--- src/rtl/audio_fx_pkg.sv ---
// ---------------------------------------------------------------------------
// audio_fx_pkg
// Shared types and constants for the audio effects chain sequencer.
//   SAMPLE_W / NUM_STAGES / STAGE_IDX_W : datapath and slot geometry
//   seq_state_t                         : sequencer FSM encoding
//   stage_id_t                          : effect stage identifiers
//   order_slot() / stage_onehot()       : slot-to-stage decode helpers
// ---------------------------------------------------------------------------
package audio_fx_pkg;

    localparam int SAMPLE_W        = 12;
    localparam int NUM_STAGES      = 4;
    localparam int STAGE_IDX_W     = 2;
    localparam int ORDER_W         = NUM_STAGES * STAGE_IDX_W;
    localparam int DEFAULT_TIMEOUT = 255;

    typedef enum logic [1:0] {
        IDLE   = 2'd0,
        LAUNCH = 2'd1,
        WAIT   = 2'd2,
        OUTPUT = 2'd3
    } seq_state_t;

    typedef enum logic [STAGE_IDX_W-1:0] {
        DELAY = 2'd0,
        COMP  = 2'd1,
        LIMIT = 2'd2,
        CRUSH = 2'd3
    } stage_id_t;

    typedef logic [STAGE_IDX_W-1:0]     stage_idx_t;
    typedef logic signed [SAMPLE_W-1:0] sample_t;

    // Stage index programmed into a given slot of the order word.
    function automatic stage_idx_t order_slot(input logic [ORDER_W-1:0] order,
                                              input stage_idx_t         slot);
        return order[slot*STAGE_IDX_W +: STAGE_IDX_W];
    endfunction

    function automatic logic [NUM_STAGES-1:0] stage_onehot(input stage_idx_t s);
        return NUM_STAGES'(1) << s;
    endfunction

endpackage

--- src/rtl/stage_watchdog.sv ---
// ---------------------------------------------------------------------------
// stage_watchdog
// Counts cycles spent waiting on one effect stage and flags expiry so the
// sequencer can bypass a stage that never reports done.
//   clock, reset : system clock, synchronous active-high reset
//   clear        : restart the count (asserted with the stage start)
//   enable       : count this cycle (asserted while waiting)
//   expired      : this enabled cycle is the TIMEOUT-th since clear
// The counter saturates at TIMEOUT so it never wraps during a long stall.
// ---------------------------------------------------------------------------
module stage_watchdog #(
    parameter int TIMEOUT = 255
) (
    input  logic clock,
    input  logic reset,
    input  logic clear,
    input  logic enable,
    output logic expired
);

    localparam int            CW       = $clog2(TIMEOUT + 1);
    localparam logic [CW-1:0] CNT_MAX  = CW'(TIMEOUT);
    localparam logic [CW-1:0] CNT_LAST = CW'(TIMEOUT - 1);

    logic [CW-1:0] count_q;
    logic [CW-1:0] count_d;

    always_comb begin
        count_d = count_q;
        if (clear) begin
            count_d = '0;
        end else if (enable && (count_q != CNT_MAX)) begin
            count_d = count_q + 1'b1;
        end
    end

    // count_q holds the number of earlier waiting cycles, so the waiting
    // cycle that brings the total to TIMEOUT is the one that expires.
    assign expired = enable && !clear && (count_q >= CNT_LAST);

    always_ff @(posedge clock) begin
        if (reset) begin
            count_q <= '0;
        end else begin
            count_q <= count_d;
        end
    end

endmodule

--- src/rtl/effects_chain_sequencer.sv ---
// ---------------------------------------------------------------------------
// effects_chain_sequencer
// Runs each accepted audio sample through up to four effect stages, one at
// a time, over a shared sample bus, then hands it to the AC97 path.
//   clock, reset        : system clock, synchronous active-high reset
//   playback            : samples are accepted only while high
//   new_sample_ready    : one-cycle strobe, samples_in valid
//   samples_in          : signed input sample
//   stage_enable        : per-stage enable (0 = bypass)
//   stage_order         : slot k runs stage stage_order[2k+1:2k]
//   stage_start         : one-hot, one-cycle start to a stage
//   stage_sample        : working sample broadcast to all stages
//   stage_result        : stage i result at [12i+11:12i]
//   stage_done          : per-stage result-valid strobe
//   to_ac97_data        : processed sample, held until the next one
//   sample_ready        : one-cycle strobe, to_ac97_data is new
//   overrun             : one-cycle strobe, an input sample was dropped
//   timeout_err         : sticky, a stage watchdog expired
// Build option EFFECTS_SEQ_SKID_EN: adds a one-entry skid register that
// holds one sample arriving while busy; it is accepted right after OUTPUT.
//
// state  | meaning
// IDLE   | waiting for an accepted sample (or a held skid sample)
// LAUNCH | one cycle per slot: start the slot's stage or skip it
// WAIT   | waiting for the started stage's done or watchdog expiry
// OUTPUT | present the work sample to the AC97 path for one cycle
// ---------------------------------------------------------------------------
module effects_chain_sequencer
    import audio_fx_pkg::*;
#(
    parameter int TIMEOUT = DEFAULT_TIMEOUT
) (
    input  logic                           clock,
    input  logic                           reset,
    input  logic                           playback,
    input  logic                           new_sample_ready,
    input  logic signed [SAMPLE_W-1:0]     samples_in,
    input  logic [NUM_STAGES-1:0]          stage_enable,
    input  logic [ORDER_W-1:0]             stage_order,
    output logic [NUM_STAGES-1:0]          stage_start,
    output logic signed [SAMPLE_W-1:0]     stage_sample,
    input  logic [NUM_STAGES*SAMPLE_W-1:0] stage_result,
    input  logic [NUM_STAGES-1:0]          stage_done,
    output logic signed [SAMPLE_W-1:0]     to_ac97_data,
    output logic                           sample_ready,
    output logic                           overrun,
    output logic                           timeout_err
);

    seq_state_t            state_q,       state_d;
    stage_idx_t            slot_q,        slot_d;
    sample_t               work_q,        work_d;
    sample_t               ac97_q,        ac97_d;
    logic [ORDER_W-1:0]    order_q,       order_d;
    logic [NUM_STAGES-1:0] en_q,          en_d;
    logic                  timeout_err_q, timeout_err_d;
    logic                  overrun_q,     overrun_d;
`ifdef EFFECTS_SEQ_SKID_EN
    logic                  skid_valid_q,  skid_valid_d;
    sample_t               skid_data_q,   skid_data_d;
`endif

    stage_idx_t cur_stage;
    logic       last_slot;
    logic       arrival;
    logic       wd_clear;
    logic       wd_enable;
    logic       wd_expired;

    assign cur_stage = order_slot(order_q, slot_q);
    assign last_slot = (slot_q == STAGE_IDX_W'(NUM_STAGES - 1));
    assign arrival   = playback && new_sample_ready;
    assign wd_enable = (state_q == WAIT);

    stage_watchdog #(
        .TIMEOUT (TIMEOUT)
    ) u_watchdog (
        .clock   (clock),
        .reset   (reset),
        .clear   (wd_clear),
        .enable  (wd_enable),
        .expired (wd_expired)
    );

    always_comb begin
        state_d       = state_q;
        slot_d        = slot_q;
        work_d        = work_q;
        ac97_d        = ac97_q;
        order_d       = order_q;
        en_d          = en_q;
        timeout_err_d = timeout_err_q;
        overrun_d     = 1'b0;
        stage_start   = '0;
        sample_ready  = 1'b0;
        wd_clear      = 1'b0;
`ifdef EFFECTS_SEQ_SKID_EN
        skid_valid_d  = skid_valid_q;
        skid_data_d   = skid_data_q;
`endif

        case (state_q)
            IDLE: begin
`ifdef EFFECTS_SEQ_SKID_EN
                // The held sample is older, so it goes first; a sample
                // arriving in the same cycle refills the freed skid slot.
                if (skid_valid_q && playback) begin
                    work_d       = skid_data_q;
                    order_d      = stage_order;
                    en_d         = stage_enable;
                    slot_d       = '0;
                    state_d      = LAUNCH;
                    skid_valid_d = arrival;
                    if (arrival) begin
                        skid_data_d = samples_in;
                    end
                end else if (arrival) begin
                    work_d  = samples_in;
                    order_d = stage_order;
                    en_d    = stage_enable;
                    slot_d  = '0;
                    state_d = LAUNCH;
                end
`else
                if (arrival) begin
                    work_d  = samples_in;
                    order_d = stage_order;
                    en_d    = stage_enable;
                    slot_d  = '0;
                    state_d = LAUNCH;
                end
`endif
            end

            LAUNCH: begin
                if (en_q[cur_stage]) begin
                    stage_start = stage_onehot(cur_stage);
                    wd_clear    = 1'b1;
                    state_d     = WAIT;
                end else if (last_slot) begin
                    state_d = OUTPUT;
                end else begin
                    slot_d = slot_q + 1'b1;
                end
            end

            WAIT: begin
                // done has priority over a watchdog expiry in the same cycle
                if (stage_done[cur_stage] || wd_expired) begin
                    if (stage_done[cur_stage]) begin
                        work_d = stage_result[cur_stage*SAMPLE_W +: SAMPLE_W];
                    end else begin
                        timeout_err_d = 1'b1;
                    end
                    if (last_slot) begin
                        state_d = OUTPUT;
                    end else begin
                        slot_d  = slot_q + 1'b1;
                        state_d = LAUNCH;
                    end
                end
            end

            OUTPUT: begin
                sample_ready = 1'b1;
                ac97_d       = work_q;
                state_d      = IDLE;
            end

            default: begin
                state_d = IDLE;
            end
        endcase

        if ((state_q != IDLE) && arrival) begin
`ifdef EFFECTS_SEQ_SKID_EN
            if (!skid_valid_q) begin
                skid_valid_d = 1'b1;
                skid_data_d  = samples_in;
            end else begin
                overrun_d = 1'b1;
            end
`else
            overrun_d = 1'b1;
`endif
        end
    end

    always_ff @(posedge clock) begin
        if (reset) begin
            state_q       <= IDLE;
            slot_q        <= '0;
            work_q        <= '0;
            ac97_q        <= '0;
            order_q       <= '0;
            en_q          <= '0;
            timeout_err_q <= 1'b0;
            overrun_q     <= 1'b0;
`ifdef EFFECTS_SEQ_SKID_EN
            skid_valid_q  <= 1'b0;
            skid_data_q   <= '0;
`endif
        end else begin
            state_q       <= state_d;
            slot_q        <= slot_d;
            work_q        <= work_d;
            ac97_q        <= ac97_d;
            order_q       <= order_d;
            en_q          <= en_d;
            timeout_err_q <= timeout_err_d;
            overrun_q     <= overrun_d;
`ifdef EFFECTS_SEQ_SKID_EN
            skid_valid_q  <= skid_valid_d;
            skid_data_q   <= skid_data_d;
`endif
        end
    end

    // The new sample is visible during the OUTPUT cycle itself and is then
    // held by ac97_q until the next OUTPUT.
    assign to_ac97_data = (state_q == OUTPUT) ? work_q : ac97_q;
    assign stage_sample = work_q;
    assign overrun      = overrun_q;
    assign timeout_err  = timeout_err_q;

endmodule
--- config.mk ---
export PLATFORM = sky130hd
export DESIGN_NAME = effects_chain_sequencer
export DESIGN_NICKNAME = d
export VERILOG_FILES = /design/src/rtl/audio_fx_pkg.sv /design/src/rtl/stage_watchdog.sv /design/src/rtl/effects_chain_sequencer.sv
export SDC_FILE = /design/constraint.sdc
export NUM_CORES = 1
export LEC_CHECK = 0
export ABC_CLOCK_PERIOD_IN_PS = 2300
export CORE_ASPECT_RATIO = 0.6
export CORE_UTILIZATION = 26
export CTS_CLUSTER_DIAMETER = 100
export DETAILED_ROUTE_END_ITERATION = 8
export PLACE_DENSITY_LB_ADDON = 0.08
export SKIP_CTS_REPAIR_TIMING = 1
export SYNTH_ARGS = -nofsm -noshare
export SYNTH_HDL_FRONTEND = slang
export SYNTH_SLANG_ARGS = --single-unit
export TNS_END_PERCENT = 1
--- constraint.sdc ---
create_clock -name clock -period 2.3 [get_ports clock]
set_input_delay 0.46 -clock clock [delete_from_list [all_inputs] [get_ports clock]]
set_output_delay 0.46 -clock clock [all_outputs]
set_load 0.01 [all_outputs]
# Word level (Yosys, flattened, before mapping)
# Cells that the tools add are included.
[classes]
n_mux = 26
eq_ne = 10
bitwise = 1
reduce_logical = 17
addsub = 2
n_shift = 3
n_mul = 1
n_lt_le_gt_ge = 2
[op_table]
columns = ["cell", "count"]
rows = [
  ["12-bit two-way mux", 4],
  ["48-bit by 7-bit variable part select with 12-bit output", 1],
  ["12-bit case mux with 2 select lines", 1],
  ["2-bit two-way mux", 9],
  ["8-bit by 1-bit adder with 8-bit output, second input constant", 1],
  ["8-bit >= comparator, second input constant", 1],
  ["4-bit two-way mux", 2],
  ["2-bit != test, second input constant", 4],
  ["8-bit != test, second input constant", 1],
  ["2-bit case mux with 4 select lines", 1],
  ["4-bit AND reduction", 2],
  ["8-bit by 4-bit variable part select with 2-bit output", 1],
  ["2-bit == test, second input constant", 3],
  ["1-bit two-way mux", 6],
  ["2-bit case mux with 3 select lines", 1],
  ["3-bit AND reduction", 2],
  ["1-bit logical AND", 5],
  ["1-bit binary-select mux with 2-bit select", 2],
  ["2-bit by 2-bit multiplier with 4-bit output, second input constant", 1],
  ["2-bit nonzero test", 2],
  ["1-bit by 2-bit left shift with 4-bit output, first input constant", 1],
  ["2-bit by 3-bit < comparator with 1-bit output, second input constant", 1],
  ["3-bit != test, second input constant", 1],
  ["3-bit nonzero test", 1],
  ["other kinds (8)", 8],
]
[word_totals]
elab_cells = 71
output_inout_bits = 31
input_bits = 80
register_bits = 50

# Depth between registers and ports, before layout
# Gate-level depths: netlist of the first run.
[logic_depth]
ltp_word = 11
depth_mapped = 8
mapped_depth_nobuf = 6

# By module
# Synthesis of the first run repeated with hierarchy kept, for this count alone.
[hier_totals]
hier_cells = 266
area_unflattened_um2 = 2713.9
[by_module_without_submodules]
columns = ["module", "cells_each", "n_inst", "seq_area_each_um2", "area_each_um2"]
rows = [
  ["effects_chain_sequencer", 213, 1, 840.8, 2262.2],
  ["stage_watchdog", 53, 1, 160.2, 451.7],
]

# Worst setup path before layout of the first run
# Ideal clock, no wire load.
[synth_timing]
path_kind = "register -> output"
start = "reg slot_q[0]"
end = "out stage_start[0]"
path_slack_ps = 181
arrival_time_ps = 1659
n_path_buf = 2
required_time_ps = 1840
path_stages_with_launch = 5
cell_sequence = "dfxtp_1 > mux4_2 > buf_6 > clkbuf_1 > nor3b_1"
[synth_via]
elab_chain_cells = 5
elab_cells_between_ends = 6
classes_between = "2 x shift; 4 x mux"
[synth_lines]
columns = ["element", "line_no", "source"]
rows = [
  ["from (decl)", "effects_chain_sequencer.sv:51", "stage_idx_t slot_q, slot_d;"],
  ["from (signal assigned)", "effects_chain_sequencer.sv:205", "slot_q <= slot_d;"],
  ["8-bit by 4-bit variable part select with 2-bit output (*)", "audio_fx_pkg.sv:37", "return order[slot*STAGE_IDX_W +: STAGE_IDX_W];"],
  ["1-bit binary-select mux with 2-bit select", "effects_chain_sequencer.sv:136", "if (en_q[cur_stage]) begin"],
  ["1-bit two-way mux (implied by the code)", "effects_chain_sequencer.sv:136", ""],
  ["4-bit two-way mux (*)", "effects_chain_sequencer.sv:136", ""],
  ["4-bit two-way mux (*)", "effects_chain_sequencer.sv:102", "case (state_q)"],
  ["to (decl)", "effects_chain_sequencer.sv:40", "output logic [NUM_STAGES-1:0] stage_start,"],
]
# Mark *: on every way between the ends. The rest lies on a longest branch, timed or not. The select of a mux whose other input is x is not followed.

# Final worst setup path of the first run
# Ends and elaborated chain as after synthesis.

==> results of run 1 <==
-- cells in the final DEF (no fill, tap or decap), types with 4 or more instances in the layout --
cell / n
mux2_2: 13
nor2_1: 16
mux2i_1: 15
clkdlybuf4s50_1: 94
mux4_2: 14
o2bb2ai_1: 12
nand2_1: 31
dlymetal6s2s_1: 15
clkbuf_16: 5
nor3_1: 4
and2_1: 14
inv_1: 5
a21oi_1: 17
nand3_1: 6
buf_4: 15
ha_1: 7
dfxtp_1: 47
-- flip-flops by register name, indices dropped and copies added (netlist names) --
| name | count |
|---|---|
| stage_sample | 12 |
| en_q | 4 |
| order_q | 8 |
| u_watchdog.count_q | 8 |
| timeout_err | 1 |
| overrun | 1 |
| slot_q | 2 |
| state_q | 2 |
| ac97_q | 12 |
-- worst min path at each step --
stage	cells after the start	endpoint	slack, ns	start
CTS	2	order_q[6]$_SDFFE_PP0P_	0.47	order_q[6]$_SDFFE_PP0P_
floorplan	2	order_q[4]$_SDFFE_PP0P_	0.43	order_q[4]$_SDFFE_PP0P_
finish	2	order_q[6]$_SDFFE_PP0P_	0.46	order_q[6]$_SDFFE_PP0P_
global placement	2	order_q[6]$_SDFFE_PP0P_	0.45	order_q[6]$_SDFFE_PP0P_
global route	2	order_q[5]$_SDFFE_PP0P_	0.49	order_q[5]$_SDFFE_PP0P_
detailed placement	2	order_q[1]$_SDFFE_PP0P_	0.46	order_q[1]$_SDFFE_PP0P_
-- stage by stage --
| step | hold WS (ns) | area [µm²] | power (mW) | TNS [ns] |
|---|---|---|---|---|
| final | 0.462 | 4260 | 3.06 | -0.00743 |
| after floorplan | 0.433 | 2680 | 1.74 | 0 |
| after global placement | 0.448 | 4030 | 2.28 | -0.227 |
| after detailed placement | 0.456 | 4030 | 2.29 | -0.424 |
| after CTS | 0.465 | 4170 | 3.07 | -3.58 |
| after global routing | 0.490 | 4260 | 3.24 | -0.608 |
-- layer usage --
| metal | vias to the layer above | wire [µm] | part of all wire | global-route usage |
|---|---|---|---|---|
| li1 | 1191 | - | - | - |
| met1 | 1114 | 4260 | 0.54 | 0.226 |
| met2 | 49 | 3260 | 0.42 | 0.201 |
| met3 | 4 | 292 | 0.037 | 0.0379 |
| met4 | 0 | 23 | 0.0029 | 0.0241 |
| met5 | - | 0 | 0 | 0 |
-- layout make-up --
class	count	area, µm²
Clock buffer	7	143
Multi-Input combinational cell	192	1600
Inverter	5	18.8
Fill cell	959	5660
Timing Repair Buffer	129	1320
Tap cell	135	169
Sequential cell	50	1000
Clock inverter	1	5.00
-- worst register-to-register path: cells and delay by family, from the launching register on --
| kind | cells | cell delay (ns) |
|---|---|---|
| DFF | 1 | 0.36 |
| AOI/OAI and AO/OA | 3 | 0.68 |
| buffers and inverters | 2 | 0.29 |
| muxes | 2 | 0.87 |
-- logic make-up after synthesis --
logic type | share of synthesized area
DFF | 0.374
muxes | 0.239
buffers and inverters | 0.0412
and+or+nand+nor | 0.159
AOI/OAI and AO/OA | 0.129
xor gates and xnor gates | 0.0196
adders and majority gates | 0.0374
-- power by group through the flow --
stage               combinational (mW)  sequential (mW)  clock [mW]
detailed placement                1.19             1.10           0
floorplan                        0.625             1.11           0
CTS                               1.19             1.09       0.792
global route                      1.31             1.11       0.828
global placement                  1.18             1.10           0
finish                            1.21             1.09       0.764
==> results.md, run 1 <==
* Gpl congestion at 0.742
* CTS max path bufs at 2
* Pwr dens at 719 mW/mm²
* Sequential share of power at 0.356
* Pleak at 1.78 nW
* Synth Warn # at 0
* DP Wirelength at 6180 µm
* Buf/Inv on CP at 1
* Synth Register Bits at 50
* Top-count cell post-synth: dfxtp_1
* Worst-margin pin slew at 0.493 ns
* Synth area leader: dfxtp_1
* Die height at a little over 80 µm
* Outcome: finished with violations
* Detailed Route WL at 7840 µm
* Mapped cell area at 0.00268 mm²
* Avg WL per Cell at roughly 15 µm
* Max Clock Freq at around 430 MHz
* Yosys top cell area share at 0.374
* Reg2Reg Depth at 7
* Unrepaired setup endpoints after global routing: yes
* Syn Area/Cell at 10.2 µm²
* Initial Util at 0.270
* Largest net degree at the start of global routing at 15
* Psw at just under 1 mW
* Io pins at 111
* Fin util at 0.429
* Worst-path cell chain: mux4_2 -> nand2b_1 -> nor3b_2 -> dlymetal6s2s_1
* Die area at about 0.011 mm²
* Chip width at 133 µm
* Crit path to: stage_start[0]
* Fin. max-slew vios at 0
* Final hold vios at 0
* Critical path type: register to primary output
* Clock group share of total power at 0.250
* Reg2Reg Capture Point: state_q[0]$_SDFFE_PP0P_
* Vias per cell at ~4.5
* Reg2reg start: slot_q[0]$_SDFFE_PP0P_
* Area grow syn2layout at 59.2%
* Gate Count Post-Synth at 262
* Syn nets at 350
* CTS HTree Levels at 2
* Share of cells above drive strength 1 at 0.185
* Total number of vias at about 2400
* Drt first pass iters at 4
* Worst setup SP type: register
* Post-synth EDFFs at 0
* Max-cap violations at 0
* Reg2reg setup slack at 0 ns
* Initial antenna violation count at 0
* Synth unique cells at 42
* Final setup violation count at 2
* Failing checks: setup timing
* Root Buffer: clkbuf_16
* Largest cells by area after synthesis: dfxtp_1 (37%), mux4_2 (12%), mux2i_1 (5.6%)
* Ys async rst share at 0
* Seq/Total Area, Yosys at 0.374
* Max IR drop VDD at 0.000292 V
* Tmin final at between 2 and 2.5 ns
* Switching part of the total at 0.319
* GRT Total Usage at 0.147
* Int Pwr at 2.09 mW
* Rel. slew slack at 0.670
* CTS Buf Count at 5
* DRT iter0 DRCs at 66
* Total grt overflow at 0
* CTS tree: built
* Antenna cells at 0
* Post-synth top cells: dfxtp_1 (50), nand2_1 (32), a21oi_1 (17), nor2_1 (16), mux2i_1 (15)
* Fin nets at approximately 470
* # rows at 28
* Final Cycle Share at 1.00
* Cell count after placement at 510
* Worst path max stage delay at roughly 0.55 ns
* Worst slack, placed at -0.143 ns
* Ys flop type: dfxtp_1
* Routed Antenna Nets at 0
* Crit-path max FO at 5
* Total core area at roughly 0.0099 mm²
* Clk sinks at 50
* Cell Count, Final, Fillers Out at 519
* Worst path required time at 1.84 ns
* Worst Setup End Kind: primary output
* Combinational power share at 0.394
* Worst-Skew Late Latency at 0.29 ns
* PortBufs at 110
* Final worst slack at -0.00570 ns
* Slowest CP cell: mux4_2
* CP top delay family: multiplexers
* Arr. time, crit path at 1.85 ns
* Clk pin slew, worst setup/hold paths at 0.07 ns
* Hold Path Class: register to register
* CP startpoint: slot_q[0]$_SDFFE_PP0P_
* Vias in the first global route at 2280
* Clk_skew at ~0.0052 ns
* Path length in cells of the critical path at 4
* First-pass GRT wire length at about 12000 µm
* DRC at 0
Note: power is estimated with default switching activity, not from simulation.
==> run 2: changes to the inputs <==
--- a/config.mk
+++ b/config.mk
@@ -12,6 +12,7 @@
 export DETAILED_ROUTE_END_ITERATION = 8
 export PLACE_DENSITY_LB_ADDON = 0.08
 export SKIP_CTS_REPAIR_TIMING = 1
+export SLEW_MARGIN = 15
 export SYNTH_ARGS = -nofsm -noshare
 export SYNTH_HDL_FRONTEND = slang
 export SYNTH_SLANG_ARGS = --single-unit
==> results of run 2 <==
Same layout as run 1: the final DEF is identical, and so are final timing and power.
